## src/rtl/iob_ibex_axi_arbiter_if.sv

```systemverilog
// Bus bundle between the Ibex instruction/data request ports and the shared AXI4 master port.
interface iob_ibex_axi_arbiter_if #(
    parameter int unsigned ADDR_W   = 32,
    parameter int unsigned DATA_W   = 32,
    parameter int unsigned AXI_ID_W = 1
);
    // Ibex instruction fetch port
    logic                instr_req_i;
    logic                instr_gnt_o;
    logic                instr_rvalid_o;
    logic                instr_err_o;
    logic [ADDR_W-1:0]   instr_addr_i;
    logic [DATA_W-1:0]   instr_rdata_o;

    // Ibex LSU port
    logic                data_req_i;
    logic                data_we_i;
    logic [3:0]          data_be_i;
    logic [ADDR_W-1:0]   data_addr_i;
    logic [DATA_W-1:0]   data_wdata_i;
    logic                data_gnt_o;
    logic                data_rvalid_o;
    logic                data_err_o;
    logic [DATA_W-1:0]   data_rdata_o;

    // AXI write address
    logic                awvalid_o;
    logic                awready_i;
    logic [ADDR_W-1:0]   awaddr_o;
    logic [AXI_ID_W-1:0] awid_o;
    logic [2:0]          awprot_o;
    logic [7:0]          awlen_o;
    logic [2:0]          awsize_o;
    logic [1:0]          awburst_o;

    // AXI write data
    logic                wvalid_o;
    logic                wready_i;
    logic [DATA_W-1:0]   wdata_o;
    logic [3:0]          wstrb_o;
    logic                wlast_o;

    // AXI write response
    logic                bvalid_i;
    logic                bready_o;
    logic [1:0]          bresp_i;
    logic [AXI_ID_W-1:0] bid_i;

    // AXI read address
    logic                arvalid_o;
    logic                arready_i;
    logic [ADDR_W-1:0]   araddr_o;
    logic [AXI_ID_W-1:0] arid_o;
    logic [2:0]          arprot_o;
    logic [7:0]          arlen_o;
    logic [2:0]          arsize_o;
    logic [1:0]          arburst_o;

    // AXI read data
    logic                rvalid_i;
    logic                rready_o;
    logic [DATA_W-1:0]   rdata_i;
    logic [1:0]          rresp_i;
    logic [AXI_ID_W-1:0] rid_i;
    logic                rlast_i;

    // Arbiter view: receives Ibex requests and AXI responses
    modport master (
        input  instr_req_i, instr_addr_i,
        output instr_gnt_o, instr_rvalid_o, instr_err_o, instr_rdata_o,
        input  data_req_i, data_we_i, data_be_i, data_addr_i, data_wdata_i,
        output data_gnt_o, data_rvalid_o, data_err_o, data_rdata_o,
        output awvalid_o, awaddr_o, awid_o, awprot_o, awlen_o, awsize_o, awburst_o,
        input  awready_i,
        output wvalid_o, wdata_o, wstrb_o, wlast_o,
        input  wready_i,
        input  bvalid_i, bresp_i, bid_i,
        output bready_o,
        output arvalid_o, araddr_o, arid_o, arprot_o, arlen_o, arsize_o, arburst_o,
        input  arready_i,
        input  rvalid_i, rdata_i, rresp_i, rid_i, rlast_i,
        output rready_o
    );

    // Environment view: Ibex core plus AXI slave
    modport slave (
        output instr_req_i, instr_addr_i,
        input  instr_gnt_o, instr_rvalid_o, instr_err_o, instr_rdata_o,
        output data_req_i, data_we_i, data_be_i, data_addr_i, data_wdata_i,
        input  data_gnt_o, data_rvalid_o, data_err_o, data_rdata_o,
        input  awvalid_o, awaddr_o, awid_o, awprot_o, awlen_o, awsize_o, awburst_o,
        output awready_i,
        input  wvalid_o, wdata_o, wstrb_o, wlast_o,
        output wready_i,
        output bvalid_i, bresp_i, bid_i,
        input  bready_o,
        input  arvalid_o, araddr_o, arid_o, arprot_o, arlen_o, arsize_o, arburst_o,
        output arready_i,
        output rvalid_i, rdata_i, rresp_i, rid_i, rlast_i,
        input  rready_o
    );
endinterface

```

## src/rtl/iob_ibex_axi_arbiter.sv

```systemverilog
// Round-robin arbiter sharing one AXI4 master port between Ibex fetch and LSU, one transaction in flight.
module iob_ibex_axi_arbiter (
    input  logic                   clk_i,
    input  logic                   rst_n_i,
    input  logic                   cke_i,
    iob_ibex_axi_arbiter_if.master bus
);
    localparam int unsigned ADDR_W = 32;
    localparam int unsigned DATA_W = 32;
    localparam int unsigned BE_W   = 4;

    localparam logic OWNER_INSTR = 1'b0;
    localparam logic OWNER_DATA  = 1'b1;

    typedef enum logic [2:0] {
        ST_IDLE,
        ST_AR,
        ST_R,
        ST_AW_W,
        ST_B,
        ST_RSP
    } state_t;

    state_t            state_q, state_d;
    logic              owner_q, owner_d;
    logic              last_owner_q, last_owner_d;
    logic              we_q, we_d;
    logic              aw_done_q, aw_done_d;
    logic              w_done_q, w_done_d;
    logic              err_q, err_d;
    logic [ADDR_W-1:0] addr_q, addr_d;
    logic [BE_W-1:0]   be_q, be_d;
    logic [DATA_W-1:0] wdata_q, wdata_d;
    logic [DATA_W-1:0] rdata_q, rdata_d;

    logic arvalid_q, arvalid_d;
    logic rready_q, rready_d;
    logic awvalid_q, awvalid_d;
    logic wvalid_q, wvalid_d;
    logic bready_q, bready_d;
    logic instr_rvalid_q, instr_rvalid_d;
    logic data_rvalid_q, data_rvalid_d;
    logic instr_err_q, instr_err_d;
    logic data_err_q, data_err_d;

    logic grant_c;
    logic sel_data_c;
    logic unused_c;

    // Routing uses the captured owner, so response IDs and rlast carry no information here
    assign unused_c = ^{bus.rid_i, bus.bid_i, bus.rlast_i};

    // Round-robin pick: on a tie the port that did not win last time gets the grant
    always_comb begin
        sel_data_c = bus.data_req_i;
        if (bus.instr_req_i && bus.data_req_i) begin
            sel_data_c = (last_owner_q == OWNER_INSTR);
        end
    end

    assign grant_c = rst_n_i && cke_i && (state_q == ST_IDLE)
                   && (bus.instr_req_i || bus.data_req_i);

    assign bus.instr_gnt_o = grant_c && !sel_data_c;
    assign bus.data_gnt_o  = grant_c && sel_data_c;

    // Next-state, captured request/response fields and next values of the registered outputs
    always_comb begin
        state_d      = state_q;
        owner_d      = owner_q;
        last_owner_d = last_owner_q;
        we_d         = we_q;
        aw_done_d    = aw_done_q;
        w_done_d     = w_done_q;
        err_d        = err_q;
        addr_d       = addr_q;
        be_d         = be_q;
        wdata_d      = wdata_q;
        rdata_d      = rdata_q;

        case (state_q)
            ST_IDLE: begin
                if (grant_c) begin
                    owner_d      = sel_data_c;
                    last_owner_d = sel_data_c;
                    addr_d       = sel_data_c ? bus.data_addr_i : bus.instr_addr_i;
                    we_d         = sel_data_c && bus.data_we_i;
                    be_d         = bus.data_be_i;
                    wdata_d      = bus.data_wdata_i;
                    state_d      = we_d ? ST_AW_W : ST_AR;
                end
            end
            ST_AR: begin
                if (bus.arready_i) begin
                    state_d = ST_R;
                end
            end
            ST_R: begin
                if (bus.rvalid_i) begin
                    rdata_d = bus.rdata_i;
                    err_d   = (bus.rresp_i != 2'b00);
                    state_d = ST_RSP;
                end
            end
            ST_AW_W: begin
                aw_done_d = aw_done_q || (awvalid_q && bus.awready_i);
                w_done_d  = w_done_q || (wvalid_q && bus.wready_i);
                if (aw_done_d && w_done_d) begin
                    aw_done_d = 1'b0;
                    w_done_d  = 1'b0;
                    state_d   = ST_B;
                end
            end
            ST_B: begin
                if (bus.bvalid_i) begin
                    err_d   = (bus.bresp_i != 2'b00);
                    state_d = ST_RSP;
                end
            end
            ST_RSP: begin
                state_d = ST_IDLE;
            end
            default: begin
                state_d = ST_IDLE;
            end
        endcase

        arvalid_d      = (state_d == ST_AR);
        rready_d       = (state_d == ST_R);
        awvalid_d      = (state_d == ST_AW_W) && !aw_done_d;
        wvalid_d       = (state_d == ST_AW_W) && !w_done_d;
        bready_d       = (state_d == ST_B);
        instr_rvalid_d = (state_d == ST_RSP) && (owner_d == OWNER_INSTR);
        data_rvalid_d  = (state_d == ST_RSP) && (owner_d == OWNER_DATA);
        instr_err_d    = instr_rvalid_d && err_d;
        data_err_d     = data_rvalid_d && err_d;
    end

    // State and capture registers; reset abandons any transaction, cke_i low freezes everything
    always_ff @(posedge clk_i) begin
        if (!rst_n_i) begin
            state_q        <= ST_IDLE;
            owner_q        <= OWNER_INSTR;
            last_owner_q   <= OWNER_DATA;
            we_q           <= 1'b0;
            aw_done_q      <= 1'b0;
            w_done_q       <= 1'b0;
            err_q          <= 1'b0;
            addr_q         <= '0;
            be_q           <= '0;
            wdata_q        <= '0;
            rdata_q        <= '0;
            arvalid_q      <= 1'b0;
            rready_q       <= 1'b0;
            awvalid_q      <= 1'b0;
            wvalid_q       <= 1'b0;
            bready_q       <= 1'b0;
            instr_rvalid_q <= 1'b0;
            data_rvalid_q  <= 1'b0;
            instr_err_q    <= 1'b0;
            data_err_q     <= 1'b0;
        end else if (cke_i) begin
            state_q        <= state_d;
            owner_q        <= owner_d;
            last_owner_q   <= last_owner_d;
            we_q           <= we_d;
            aw_done_q      <= aw_done_d;
            w_done_q       <= w_done_d;
            err_q          <= err_d;
            addr_q         <= addr_d;
            be_q           <= be_d;
            wdata_q        <= wdata_d;
            rdata_q        <= rdata_d;
            arvalid_q      <= arvalid_d;
            rready_q       <= rready_d;
            awvalid_q      <= awvalid_d;
            wvalid_q       <= wvalid_d;
            bready_q       <= bready_d;
            instr_rvalid_q <= instr_rvalid_d;
            data_rvalid_q  <= data_rvalid_d;
            instr_err_q    <= instr_err_d;
            data_err_q     <= data_err_d;
        end
    end

    assign bus.awvalid_o = awvalid_q;
    assign bus.awaddr_o  = addr_q;
    assign bus.awid_o    = OWNER_DATA;
    assign bus.awprot_o  = 3'b000;
    assign bus.awlen_o   = 8'd0;
    assign bus.awsize_o  = 3'b010;
    assign bus.awburst_o = 2'b01;

    assign bus.wvalid_o = wvalid_q;
    assign bus.wdata_o  = wdata_q;
    assign bus.wstrb_o  = be_q;
    assign bus.wlast_o  = 1'b1;

    assign bus.bready_o = bready_q;

    assign bus.arvalid_o = arvalid_q;
    assign bus.araddr_o  = addr_q;
    assign bus.arid_o    = owner_q;
    assign bus.arprot_o  = (owner_q == OWNER_INSTR) ? 3'b100 : 3'b000;
    assign bus.arlen_o   = 8'd0;
    assign bus.arsize_o  = 3'b010;
    assign bus.arburst_o = 2'b01;

    assign bus.rready_o = rready_q;

    assign bus.instr_rvalid_o = instr_rvalid_q;
    assign bus.instr_err_o    = instr_err_q;
    assign bus.instr_rdata_o  = rdata_q;
    assign bus.data_rvalid_o  = data_rvalid_q;
    assign bus.data_err_o     = data_err_q;
    assign bus.data_rdata_o   = rdata_q;
endmodule

```

## src/flat_wrapper.sv

```systemverilog
// flat-port wrapper written by rule: the top's interface ports become plain ports
module iob_ibex_axi_arbiter_flat 
  (clk_i, rst_n_i, cke_i, bus_instr_req_i, bus_instr_addr_i, bus_instr_gnt_o, bus_instr_rvalid_o, bus_instr_err_o, bus_instr_rdata_o, bus_data_req_i, bus_data_we_i, bus_data_be_i, bus_data_addr_i, bus_data_wdata_i, bus_data_gnt_o, bus_data_rvalid_o, bus_data_err_o, bus_data_rdata_o, bus_awvalid_o, bus_awaddr_o, bus_awid_o, bus_awprot_o, bus_awlen_o, bus_awsize_o, bus_awburst_o, bus_awready_i, bus_wvalid_o, bus_wdata_o, bus_wstrb_o, bus_wlast_o, bus_wready_i, bus_bvalid_i, bus_bresp_i, bus_bid_i, bus_bready_o, bus_arvalid_o, bus_araddr_o, bus_arid_o, bus_arprot_o, bus_arlen_o, bus_arsize_o, bus_arburst_o, bus_arready_i, bus_rvalid_i, bus_rdata_i, bus_rresp_i, bus_rid_i, bus_rlast_i, bus_rready_o);
  iob_ibex_axi_arbiter_if bus_i ();
  input  logic clk_i;
  input  logic rst_n_i;
  input  logic cke_i;
  input wire logic [$bits(bus_i.instr_req_i)-1:0] bus_instr_req_i;
  input wire logic [$bits(bus_i.instr_addr_i)-1:0] bus_instr_addr_i;
  output wire logic [$bits(bus_i.instr_gnt_o)-1:0] bus_instr_gnt_o;
  output wire logic [$bits(bus_i.instr_rvalid_o)-1:0] bus_instr_rvalid_o;
  output wire logic [$bits(bus_i.instr_err_o)-1:0] bus_instr_err_o;
  output wire logic [$bits(bus_i.instr_rdata_o)-1:0] bus_instr_rdata_o;
  input wire logic [$bits(bus_i.data_req_i)-1:0] bus_data_req_i;
  input wire logic [$bits(bus_i.data_we_i)-1:0] bus_data_we_i;
  input wire logic [$bits(bus_i.data_be_i)-1:0] bus_data_be_i;
  input wire logic [$bits(bus_i.data_addr_i)-1:0] bus_data_addr_i;
  input wire logic [$bits(bus_i.data_wdata_i)-1:0] bus_data_wdata_i;
  output wire logic [$bits(bus_i.data_gnt_o)-1:0] bus_data_gnt_o;
  output wire logic [$bits(bus_i.data_rvalid_o)-1:0] bus_data_rvalid_o;
  output wire logic [$bits(bus_i.data_err_o)-1:0] bus_data_err_o;
  output wire logic [$bits(bus_i.data_rdata_o)-1:0] bus_data_rdata_o;
  output wire logic [$bits(bus_i.awvalid_o)-1:0] bus_awvalid_o;
  output wire logic [$bits(bus_i.awaddr_o)-1:0] bus_awaddr_o;
  output wire logic [$bits(bus_i.awid_o)-1:0] bus_awid_o;
  output wire logic [$bits(bus_i.awprot_o)-1:0] bus_awprot_o;
  output wire logic [$bits(bus_i.awlen_o)-1:0] bus_awlen_o;
  output wire logic [$bits(bus_i.awsize_o)-1:0] bus_awsize_o;
  output wire logic [$bits(bus_i.awburst_o)-1:0] bus_awburst_o;
  input wire logic [$bits(bus_i.awready_i)-1:0] bus_awready_i;
  output wire logic [$bits(bus_i.wvalid_o)-1:0] bus_wvalid_o;
  output wire logic [$bits(bus_i.wdata_o)-1:0] bus_wdata_o;
  output wire logic [$bits(bus_i.wstrb_o)-1:0] bus_wstrb_o;
  output wire logic [$bits(bus_i.wlast_o)-1:0] bus_wlast_o;
  input wire logic [$bits(bus_i.wready_i)-1:0] bus_wready_i;
  input wire logic [$bits(bus_i.bvalid_i)-1:0] bus_bvalid_i;
  input wire logic [$bits(bus_i.bresp_i)-1:0] bus_bresp_i;
  input wire logic [$bits(bus_i.bid_i)-1:0] bus_bid_i;
  output wire logic [$bits(bus_i.bready_o)-1:0] bus_bready_o;
  output wire logic [$bits(bus_i.arvalid_o)-1:0] bus_arvalid_o;
  output wire logic [$bits(bus_i.araddr_o)-1:0] bus_araddr_o;
  output wire logic [$bits(bus_i.arid_o)-1:0] bus_arid_o;
  output wire logic [$bits(bus_i.arprot_o)-1:0] bus_arprot_o;
  output wire logic [$bits(bus_i.arlen_o)-1:0] bus_arlen_o;
  output wire logic [$bits(bus_i.arsize_o)-1:0] bus_arsize_o;
  output wire logic [$bits(bus_i.arburst_o)-1:0] bus_arburst_o;
  input wire logic [$bits(bus_i.arready_i)-1:0] bus_arready_i;
  input wire logic [$bits(bus_i.rvalid_i)-1:0] bus_rvalid_i;
  input wire logic [$bits(bus_i.rdata_i)-1:0] bus_rdata_i;
  input wire logic [$bits(bus_i.rresp_i)-1:0] bus_rresp_i;
  input wire logic [$bits(bus_i.rid_i)-1:0] bus_rid_i;
  input wire logic [$bits(bus_i.rlast_i)-1:0] bus_rlast_i;
  output wire logic [$bits(bus_i.rready_o)-1:0] bus_rready_o;
  assign bus_i.instr_req_i = bus_instr_req_i;
  assign bus_i.instr_addr_i = bus_instr_addr_i;
  assign bus_instr_gnt_o = bus_i.instr_gnt_o;
  assign bus_instr_rvalid_o = bus_i.instr_rvalid_o;
  assign bus_instr_err_o = bus_i.instr_err_o;
  assign bus_instr_rdata_o = bus_i.instr_rdata_o;
  assign bus_i.data_req_i = bus_data_req_i;
  assign bus_i.data_we_i = bus_data_we_i;
  assign bus_i.data_be_i = bus_data_be_i;
  assign bus_i.data_addr_i = bus_data_addr_i;
  assign bus_i.data_wdata_i = bus_data_wdata_i;
  assign bus_data_gnt_o = bus_i.data_gnt_o;
  assign bus_data_rvalid_o = bus_i.data_rvalid_o;
  assign bus_data_err_o = bus_i.data_err_o;
  assign bus_data_rdata_o = bus_i.data_rdata_o;
  assign bus_awvalid_o = bus_i.awvalid_o;
  assign bus_awaddr_o = bus_i.awaddr_o;
  assign bus_awid_o = bus_i.awid_o;
  assign bus_awprot_o = bus_i.awprot_o;
  assign bus_awlen_o = bus_i.awlen_o;
  assign bus_awsize_o = bus_i.awsize_o;
  assign bus_awburst_o = bus_i.awburst_o;
  assign bus_i.awready_i = bus_awready_i;
  assign bus_wvalid_o = bus_i.wvalid_o;
  assign bus_wdata_o = bus_i.wdata_o;
  assign bus_wstrb_o = bus_i.wstrb_o;
  assign bus_wlast_o = bus_i.wlast_o;
  assign bus_i.wready_i = bus_wready_i;
  assign bus_i.bvalid_i = bus_bvalid_i;
  assign bus_i.bresp_i = bus_bresp_i;
  assign bus_i.bid_i = bus_bid_i;
  assign bus_bready_o = bus_i.bready_o;
  assign bus_arvalid_o = bus_i.arvalid_o;
  assign bus_araddr_o = bus_i.araddr_o;
  assign bus_arid_o = bus_i.arid_o;
  assign bus_arprot_o = bus_i.arprot_o;
  assign bus_arlen_o = bus_i.arlen_o;
  assign bus_arsize_o = bus_i.arsize_o;
  assign bus_arburst_o = bus_i.arburst_o;
  assign bus_i.arready_i = bus_arready_i;
  assign bus_i.rvalid_i = bus_rvalid_i;
  assign bus_i.rdata_i = bus_rdata_i;
  assign bus_i.rresp_i = bus_rresp_i;
  assign bus_i.rid_i = bus_rid_i;
  assign bus_i.rlast_i = bus_rlast_i;
  assign bus_rready_o = bus_i.rready_o;
  iob_ibex_axi_arbiter u_core (.clk_i(clk_i), .rst_n_i(rst_n_i), .cke_i(cke_i), .bus(bus_i));
endmodule
```

## config.mk

```make
export PLATFORM = sky130hd
export DESIGN_NAME = iob_ibex_axi_arbiter_flat
export DESIGN_NICKNAME = d
export VERILOG_FILES = /design/src/rtl/iob_ibex_axi_arbiter_if.sv /design/src/rtl/iob_ibex_axi_arbiter.sv /design/src/flat_wrapper.sv
export SDC_FILE = /design/constraint.sdc
export NUM_CORES = 1
export LEC_CHECK = 0
export CAP_MARGIN = 20
export CORE_AREA = 2 2 142 144
export CTS_CLUSTER_DIAMETER = 100
export CTS_CLUSTER_SIZE = 20
export DETAILED_ROUTE_END_ITERATION = 12
export DIE_AREA = 0 0 144 146
export GPL_TIMING_DRIVEN = 0
export PLACE_DENSITY = 0.76
export SETUP_SLACK_MARGIN = 0.3
export SLEW_MARGIN = 20
export SYNTH_ARGS = -nofsm -noshare
export SYNTH_HDL_FRONTEND = slang
export SYNTH_SLANG_ARGS = --single-unit
```

## constraint.sdc

```tcl
create_clock -name clk_i -period 2.21 [get_ports clk_i]
set_input_delay 0.3315 -clock clk_i [delete_from_list [all_inputs] [get_ports clk_i]]
set_output_delay 0.3315 -clock clk_i [all_outputs]
set_load 0.02 [all_outputs]
```

==> impl_metrics.json <==
{
  "grt_pass1_wl_um": 28920,
  "cp.arrival_ns": 1.79,
  "holdBufCountCts": 0,
  "crit_start": "bus_data_req_i",
  "final_common_cell": "clkdlybuf4s50_1",
  "die_width_um": 144,
  "syn_area_per_cell_um2": 8.762,
  "reg2reg_to": "u_core.bus.arvalid_o",
  "routed_wl_um": 19290,
  "synth-edff-count": 0,
  "yosys_warnings": 0,
  "die_h_um": 146,
  "portBuffers": 323,
  "num_antenna_cells": 0,
  "syn2layout_area_growth_pct": 80.65,
  "r2r_start": "u_core.state_q[1]",
  "clockBufferDepth": 2,
  "ys_seq_elements": 117,
  "coreArea_um2": 19330,
  "vias_per_cell": 4.293,
  "path_clk_slew_ns": 0.05,
  "grt_max_degree": 17,
  "numCtsBuffers": 17,
  "synth_ff_type": "dfxtp_1",
  "die-area_um2": 21020,
  "crit_type": "in2out",
  "track_usage": 0.1777,
  "crit_end": "bus_instr_gnt_o",
  "cts_tree": "yes",
  "dp_hpwl_um": 15020,
  "nets": 1174,
  "io_pins": 360,
  "grt_pass1_vias": 5478,
  "crit_required_ns": 1.88,
  "final_antenna_net_count": 0,
  "syn_inst": 639,
  "synth_top_cell_by_area": "dfxtp_1",
  "grt_overflow_total": 0,
  "reg2regPathDepth": 7,
  "drc": 0,
  "power_leakage_nw": 4.391,
  "vdd_drop_max_mv": 0.4654,
  "drtIter0Drc": 156,
  "cts_max_level": 4,
  "fmax_mhz": 470.8,
  "crit_path_start_kind": "input port",
  "rows": 51,
  "fin_crit_sh": 0.9611,
  "firstDrtPassIters": 4,
  "synthTopCellsByArea": "dfxtp_1, buf_4, nand2_1",
  "vias": 5590,
  "synth-seq-area-share": 0.4183,
  "rsz0062_at_grt": "yes",
  "setup_viol": 0,
  "netlist_area_um2": 5599,
  "end_kind": "output pin",
  "final_max_slew_viol_count": 0,
  "finalHoldViolCount": 0,
  "setup_ws_ns": 0.08604,
  "dp_slack_ns": -0.9739,
  "reg2reg_slack_ns": 0.37,
  "clk_latency_ns": 0.41,
  "async_flop_share": 0,
  "tightestPinTransition_ns": 0.6374,
  "synth_top_area_frac": 0.4183,
  "placed_cell_area_um2": 9280,
  "worst-path-max-fanout": 2,
  "clock_skew_ns": 0.009406,
  "place_congestion": 0.7885,
  "hold_path.class": "reg2reg",
  "tns_ns": 0,
  "cts.sink_count": 117,
  "post_drt_wl_per_cell_um": 14.82,
  "final_cell_mix": "clkdlybuf4s50_1, nand2_1, buf_4, dfxtp_1, a21boi_0",
  "layout-drive-gt1-share": 0.1823,
  "status": "finished, final reports clean",
  "layout_min_cycle_time_ns": 2.124,
  "root_buffer": "clkbuf_16",
  "p_per_area_nw_per_um2": 636.0,
  "start_util": 0.2896,
  "antenna_found_initial": 1,
  "max_cap_viol_count": 0,
  "final_area_um2": 10110,
  "yosysUniqueCellTypes": 41,
  "power.total_mw": 6.433,
  "relSlewSlack": 0.5751
}
-- what timing repair did --
| action | 4_1_cts | 5_1_grt |
|---|---|---|
| buffers inserted | 5 | 7 |
| cloned | 0 | 0 |
| endpoints found under the setup margin | 97 | 74 |
| endpoints found under the hold margin | 0 | 0 |
| pin swaps | 2 | 7 |
| gates resized for setup | 35 | 20 |
-- through the flow --
stage	util	std cells	hold slack, ns
after global routing	0.5231	1302	0.4699
final	0.5231	1302	0.4483
after floorplan	-	670	0.4358
after CTS	0.5172	1295	0.4499
after global placement	0.4800	1258	0.4401
after detailed placement	0.4800	1258	0.4438
-- critical path, cell delays in order --
cell             delay [ns]
clkdlybuf4s50_1        0.50
nor2_2                 0.07
or4_4                  0.53
clkbuf_16              0.17
nor2_4                 0.07
buf_6                  0.12
-- registers in the layout, indices dropped and copies added, names as in the netlist --
name	count
u_core.bus.wstrb_o	4
u_core.w_done_q	1
u_core.aw_done_q	1
u_core.bus.bready_o	1
u_core.bus.rready_o	1
u_core.bus.data_rvalid_o	1
u_core.bus.wvalid_o	1
u_core.bus.awvalid_o	1
u_core.bus.arvalid_o	1
u_core.bus.data_rdata_o	32
u_core.state_q	3
u_core.bus.wdata_o	32
u_core.err_q	1
u_core.bus.instr_rvalid_o	1
u_core.bus.data_err_o	1
u_core.bus.araddr_o	32
u_core.last_owner_q	1
u_core.bus.arid_o	1
u_core.bus.instr_err_o	1
-- how the worst min path moves through the flow --
stage / from / to / cells after the start
final: u_core.bus.wstrb_o[0] / u_core.bus.wstrb_o[0] / 2
after global placement: u_core.bus.wdata_o[21] / u_core.bus.wdata_o[21] / 2
after detailed placement: u_core.bus.wstrb_o[0] / u_core.bus.wstrb_o[0] / 2
after CTS: bus_rdata_i[9] / u_core.bus.data_rdata_o[9] / 3
after global routing: bus_rdata_i[4] / u_core.bus.data_rdata_o[4] / 3
after floorplan: u_core.last_owner_q / u_core.last_owner_q / 2
-- routing by layer --
layer / share of wire / vias up / global-route usage
met5: 0.00052 / - / 0
met4: 0.0086 / 2 / 0.04167
met3: 0.095 / 15 / 0.06680
met2: 0.52 / 236 / 0.3343
met1: 0.38 / 2543 / 0.1841
li1: - / 2794 / -
-- report_power, final --
| group | internal (mW) | switching (mW) | leakage (nW) |
|---|---|---|---|
| clock | 1.81 | 1.05 | 0.293 |
| combinational | 0.724 | 0.574 | 3.15 |
| sequential | 2.20 | 0.0703 | 0.953 |
-- synthesized netlist by cell type (3+ instances only) --
| cell type | count |
|---|---|
| o21ai_0 | 4 |
| mux2i_1 | 34 |
| nand3b_1 | 5 |
| dfxtp_1 | 117 |
| a21boi_0 | 35 |
| o211a_1 | 34 |
| nor2_1 | 10 |
| a21boi_1 | 34 |
| nand2_1 | 174 |
| buf_2 | 18 |
| nor3_1 | 3 |
| buf_4 | 99 |
| a32o_1 | 7 |
| nor2b_1 | 3 |
| a21oi_1 | 6 |
| clkbuf_1 | 21 |
| a21o_1 | 4 |
-- logic make-up after synthesis --
| kind of cell | share of synthesized area |
|---|---|
| AOI/OAI and AO/OA | 0.1895 |
| xor gates and xnor gates | 0.001565 |
| buffers and inverters | 0.1656 |
| DFF | 0.4183 |
| muxes | 0.06078 |
| other | 0.001341 |
| and+or+nand+nor | 0.1629 |
-- final cells by class --
class	count	area, um2
Timing Repair Buffer	335	3333
Multi-Input combinational cell	411	2507
Inverter	3	11.26
Buffer	139	969.7
Clock buffer	18	439.2
Fill cell	1798	9220
Sequential cell	117	2347
Tap cell	265	331.6
Clock inverter	14	175.2
No activity file was read; power rests on OpenSTA's default activity.
